[src/rtl/fft_dispatch.sv]
// fft_dispatch
// ------------
// Registered start dispatcher for a bank of radix-2 FFT engines. A request
// (start_i, fft_select_i) becomes a one-cycle, one-hot start pulse on the
// selected engine. Each engine is tracked as busy from its start pulse until
// its done strobe. One request is held while its target engine is busy.
// An out-of-range select is flagged on err_o. Every issued start is counted.
//
// Ports
//   clk_i        : clock, single domain
//   rst_i        : synchronous, active-high reset
//   start_i      : request strobe, accepted when start_i && ready_o
//   fft_select_i : target engine index, sampled on accept
//   ready_o      : no request is held, so a new request is accepted
//   start_o      : one-hot, one-cycle start pulse per engine
//   done_i       : per-engine completion strobe
//   busy_o       : engine started and not yet reported done
//   pending_o    : a request is held waiting for its busy engine
//   err_o        : one-cycle pulse, accepted select was >= N_FFT
//   issue_cnt_o  : number of start pulses issued, wraps modulo 2**CNT_W
//
// All outputs come straight from flops.

module fft_dispatch #(
    parameter int N_FFT = 3,
    parameter int SEL_W = 2,
    parameter int CNT_W = 8
) (
    input  logic             clk_i,
    input  logic             rst_i,
    input  logic             start_i,
    input  logic [SEL_W-1:0] fft_select_i,
    output logic             ready_o,
    output logic [N_FFT-1:0] start_o,
    input  logic [N_FFT-1:0] done_i,
    output logic [N_FFT-1:0] busy_o,
    output logic             pending_o,
    output logic             err_o,
    output logic [CNT_W-1:0] issue_cnt_o
);

    typedef enum logic {
        IDLE = 1'b0,
        PEND = 1'b1
    } state_t;

    state_t             state_q, state_d;

    // The held request is stored one-hot. This avoids indexing by a
    // select that could be out of range.
    logic [N_FFT-1:0]   pend_oh_q, pend_oh_d;
    logic [N_FFT-1:0]   start_q, start_d;
    logic [N_FFT-1:0]   busy_q, busy_d;
    logic               err_q, err_d;
    logic [CNT_W-1:0]   cnt_q, cnt_d;

    logic [N_FFT-1:0]   free;
    logic [N_FFT-1:0]   sel_oh;
    logic               sel_valid;
    logic               accept;

    // A done strobe frees its engine for the decision made in the same cycle.
    assign free   = ~busy_q | done_i;
    assign accept = start_i && (state_q == IDLE);

    // Decode the select to one-hot. An out-of-range select matches no engine.
    always_comb begin
        sel_oh = '0;
        for (int k = 0; k < N_FFT; k++) begin
            if (fft_select_i == SEL_W'(k)) begin
                sel_oh[k] = 1'b1;
            end
        end
    end

    assign sel_valid = |sel_oh;

    // ------------------------------------------------------------------
    // State register (and the datapath flops the FSM steers)
    // ------------------------------------------------------------------
    // NOTE: sequential state uses non-blocking assignments only, so every flop
    // samples the value from before the clock edge no matter how the statements
    // are ordered.
    always_ff @(posedge clk_i) begin
        if (rst_i) begin
            state_q   <= IDLE;
            pend_oh_q <= '0;
            start_q   <= '0;
            busy_q    <= '0;
            err_q     <= 1'b0;
            cnt_q     <= '0;
        end else begin
            state_q   <= state_d;
            pend_oh_q <= pend_oh_d;
            start_q   <= start_d;
            busy_q    <= busy_d;
            err_q     <= err_d;
            cnt_q     <= cnt_d;
        end
    end

    // ------------------------------------------------------------------
    // Next-state logic
    // ------------------------------------------------------------------
    // NOTE: every combinational output gets a default before any branch, so
    // no path leaves a value unassigned and no latch is inferred.
    always_comb begin
        state_d   = state_q;
        pend_oh_d = pend_oh_q;
        unique case (state_q)
            IDLE: begin
                if (accept && sel_valid && !(|(sel_oh & free))) begin
                    state_d   = PEND;
                    pend_oh_d = sel_oh;
                end
            end
            PEND: begin
                if (|(pend_oh_q & free)) begin
                    state_d   = IDLE;
                    pend_oh_d = '0;
                end
            end
            default: state_d = IDLE;
        endcase
    end

    // ------------------------------------------------------------------
    // Output logic: values loaded into the output flops next cycle
    // ------------------------------------------------------------------
    always_comb begin
        start_d = '0;
        err_d   = 1'b0;
        unique case (state_q)
            IDLE: begin
                if (accept) begin
                    if (!sel_valid) begin
                        err_d = 1'b1;
                    end else if (|(sel_oh & free)) begin
                        start_d = sel_oh;
                    end
                end
            end
            PEND: begin
                if (|(pend_oh_q & free)) begin
                    start_d = pend_oh_q;
                end
            end
            default: start_d = '0;
        endcase

        // A start in the same cycle as a done keeps the engine busy. A done
        // for an engine that is not busy clears a bit that is already zero.
        busy_d = (busy_q & ~done_i) | start_d;
        cnt_d  = (|start_d) ? cnt_q + CNT_W'(1) : cnt_q;
    end

    assign ready_o     = (state_q == IDLE);
    assign pending_o   = (state_q == PEND);
    assign start_o     = start_q;
    assign busy_o      = busy_q;
    assign err_o       = err_q;
    assign issue_cnt_o = cnt_q;

endmodule

[config.mk]
export PLATFORM = sky130hd
export DESIGN_NAME = fft_dispatch
export DESIGN_NICKNAME = d
export VERILOG_FILES = /design/src/rtl/fft_dispatch.sv
export SDC_FILE = /design/constraint.sdc
export NUM_CORES = 1
export LEC_CHECK = 0
export CORE_UTILIZATION = 50
export DETAILED_ROUTE_END_ITERATION = 6
export DONT_BUFFER_PORTS = 1
export GPL_ROUTABILITY_DRIVEN = 0
export PLACE_DENSITY = 0.71
export SYNTH_ARGS = -nofsm -noshare
export SYNTH_HDL_FRONTEND = slang
export SYNTH_SLANG_ARGS = --single-unit
[constraint.sdc]
create_clock -name clk_i -period 1.71 [get_ports clk_i]
set_input_delay 0.342 -clock clk_i [delete_from_list [all_inputs] [get_ports clk_i]]
set_output_delay 0.342 -clock clk_i [all_outputs]
set_load 0.05 [all_outputs]
==> flow_metrics.py <==
metrics = {
    "yosys": {
        "synth-seq-cells": 19,
        "synth-seq-area-share_pct": 43.8,
        "synth_cell_types": 35,
        "synthAdderAreaFrac_pct": 1.44,
        "synthMuxAreaShare_pct": 2.45,
        "synth-compound-area-share_pct": 19.3,
        "syn_area_sq_um": 868,
        "postSynthCellCount": 96,
        "syn_avg_cell_area_sq_um": 9.05,
        "synth_simple_gate_area_share_pct": 25.8,
        "yosysWarningCount": 0,
        "syn_nets": 105,
        "synth-xor-area-share_pct": 2.02,
        "synth_top_family_by_area": "simple AND/OR/NAND/NOR gates",
        "synth_top_area_share_pct": 43.8,
        "synth_area_leaders": "dfxtp_1 44%, a21oi_1 5.8%, nor2_1 5.2%",
        "yosys.area.top_type": "dfxtp_1",
    },
    "worst_setup_path": {
        "cp.arrival_ps": 2220,
        "crit_path_end_kind": "flip-flop",
        "critical_path_class": "reg -> reg",
        "crit_fanout": 5,
        "cp-start-kind": "flip-flop",
        "crit_required_ps": 1920,
    },
    "cts": {
        "numCtsBuffers": 3,
        "clk_pin_slew_worst_paths_ps": 110,
        "clock_latency_ps": 300,
        "cts_tree": "built",
        "htreeDepth": 1,
        "ctsHoldBuffers": 0,
        "cts.sink_count": 19,
        "cts_root_buf": "clkbuf_4",
        "clk_path_buf_depth": 2,
    },
    "pwr": {
        "total_power_uw": 859,
        "p_leak_uw": 0.000498,
        "power_density_mw_per_mm2": 689,
        "ir_worst_vdd_mv": 0.618,
    },
    "die": {
        "core_sq_mm": 0.00156,
        "die_area_sq_mm": 0.00191,
        "rows": 14,
        "ioPinCount": 25,
        "die_h_um": 43.7,
        "fp.dieW_um": 43.7,
        "start_util_pct": 55.7,
    },
    "drt": {
        "drc": 2,
        "avgRoutedWirePerCell_um": 17.2,
        "first_iter_violations": 51,
        "drt_pass1_iterations": 7,
        "vias_per_cell": 6.17,
        "drtAntennaViolNets": 0,
        "via_count": 901,
        "wl_um": 2520,
    },
    "sta": {
        "worst_slew_margin_rel_pct": 67.7,
        "drv_slew": 0,
        "fin_crit_sh_pct": 118,
        "worst_pin_slew_ps": 484,
        "fmax_mhz": 497,
        "hold_viol": 0,
        "fin_ws_ps": -302,
        "period_needed_ps": 2010,
        "setup_viol_count_final": 8,
        "rsz0062_at_grt": "yes",
        "clock-skew-final_ps": 4.58,
    },
    "placement": {
        "io_buffers": 0,
        "dp_hpwl_um": 1430,
        "dp_slack_ps": -218,
    },
    "finish": {
        "antenna_cells": 0,
        "multi_input_area_sq_um": 524,
        "syn_to_final_growth_pct": 43.7,
        "layout.nets": 140,
        "drive_above_1_share_pct": 44.6,
        "fillers": 81,
        "seq_area_sq_um": 395,
    },
    "grt": {
        "grt_pass1_wl_um": 3750,
        "grt.total_usage_pct": 27.2,
        "antenna_found_initial": 0,
        "grt-ovfl-total": 0,
        "grt_start_max_net_pins": 20,
        "grt_pass1_vias": 812,
    },
    "flow_run": {
        "maxCapViolations": 0,
    },
    "run_status": {
        "violations": "design-rule violations, negative setup slack",
        "outcome": "finished with violations",
    },
    "worst_hold_path": {
        "hp-class": "in -> reg",
    },
}
==> flip-flops by register name, indices dropped and copies added, names as in the netlist <==
name         flops
busy_o           3
err_o            1
issue_cnt_o      8
pend_oh_q        3
pending_o        1
start_o          3
==> per-stage QoR <==
stage	utilization [%]	hold WS [ps]	setup TNS (ps)	cell area, sq um	std cells
after detailed placement	68.3	406	-1080	1060	132
after CTS	77.8	81.1	-747	1210	147
after floorplan	-	462	-644	891	96
after global placement	68.3	405	-667	1060	132
after global routing	80.0	74.4	-2570	1250	146
final	80.0	80.6	-1690	1250	146
==> worst paths after layout <==
path,start,endpoint,slack [ps],cells past startpoint
worst max-delay path,busy_o[2]$_SDFF_PP0_,issue_cnt_o[1]$_SDFFE_PP0P_,-300,8
worst min-delay path,rst_i,busy_o[2]$_SDFF_PP0_,80,1
worst max register to register,busy_o[2]$_SDFF_PP0_,issue_cnt_o[1]$_SDFFE_PP0P_,-300,8
worst min register to register,issue_cnt_o[5]$_SDFFE_PP0P_,issue_cnt_o[5]$_SDFFE_PP0P_,510,2
==> final cells by class <==
cell class | count | area share [%]
flip-flops and latches | 19 | 31.7
inverters | 7 | 2.11
multi-input cells | 67 | 42.0
repair buffers | 33 | 20.5
clock buffers | 4 | 2.11
well taps | 16 | 1.60
==> what timing repair did <==
| action | in CTS | in global routing |
|---|---|---|
| pin swaps | 7 | 10 |
| buffers inserted | 12 | 0 |
| endpoints found under the setup margin | 8 | 12 |
| cloned | 0 | 0 |
| gates resized for setup | 8 | 9 |
| endpoints found under the hold margin | 0 | 0 |
==> routing by layer <==
metal,global-route usage (%),up-vias,wire (um)
li1,-,419,-
met1,35.5,432,1010
met2,41.5,43,1250
met3,6.25,7,193
met4,15.0,0,68
met5,0,-,0
==> cell usage in the layout, fill, tap and decap left out, drive strengths merged, types with 4 or more instances in the layout <==
master  instances
o21ai           4
nand3           4
clkbuf          4
nand2           4
dfxtp          19
inv             7
nor2           12
a21oi          10
buf            33
==> critical path, stage by stage (launching register included) <==
cell and delay (ps):
dfxtp_4 370, nand2b_4 70, a222oi_1 450, buf_4 200
o32ai_4 80, nor3_4 300, buf_4 170, mux2i_1 190
nor2_1 70
==> logic make-up (layout without fill, tap and decap cells) <==
logic type / count (synthesis) / in the layout
AOI/OAI and AO/OA: 25 / 25
xor gates and xnor gates: 2 / 2
adders and majority gates: 1 / 1
buffers and inverters: 10 / 44
DFF: 19 / 19
muxes: 2 / 2
and+or+nand+nor: 37 / 37
==> where the power goes <==
| part | internal [uW] | total, uW | switching, uW |
|---|---|---|---|
| clock network | 91.1 | 234 | 143 |
| logic | 68.0 | 151 | 82.8 |
| registers | 450 | 474 | 24.6 |
==> synth_stat cells, drive strengths merged <==
| master | instances |
|---|---|
| dfxtp | 19 |
| nor2 | 12 |
| a21oi | 10 |
| inv | 7 |
| nand2 | 4 |
| nand3 | 4 |
| o21ai | 4 |
| nand2b | 3 |
| o31ai | 3 |
| or3 | 3 |
| a221oi | 2 |
| a32oi | 2 |
| buf | 2 |
| nor2b | 2 |
| or4 | 2 |
| xor2 | 2 |
| a222oi | 1 |
| a22oi | 1 |
| a31oi | 1 |
| and2b | 1 |
| and4 | 1 |
| and4b | 1 |
| clkbuf | 1 |
| ha | 1 |
| mux2 | 1 |
| mux2i | 1 |
| nand4 | 1 |
| nand4b | 1 |
| nor3 | 1 |
| nor3b | 1 |
| o32ai | 1 |
No activity file was read; power rests on OpenSTA's default activity.
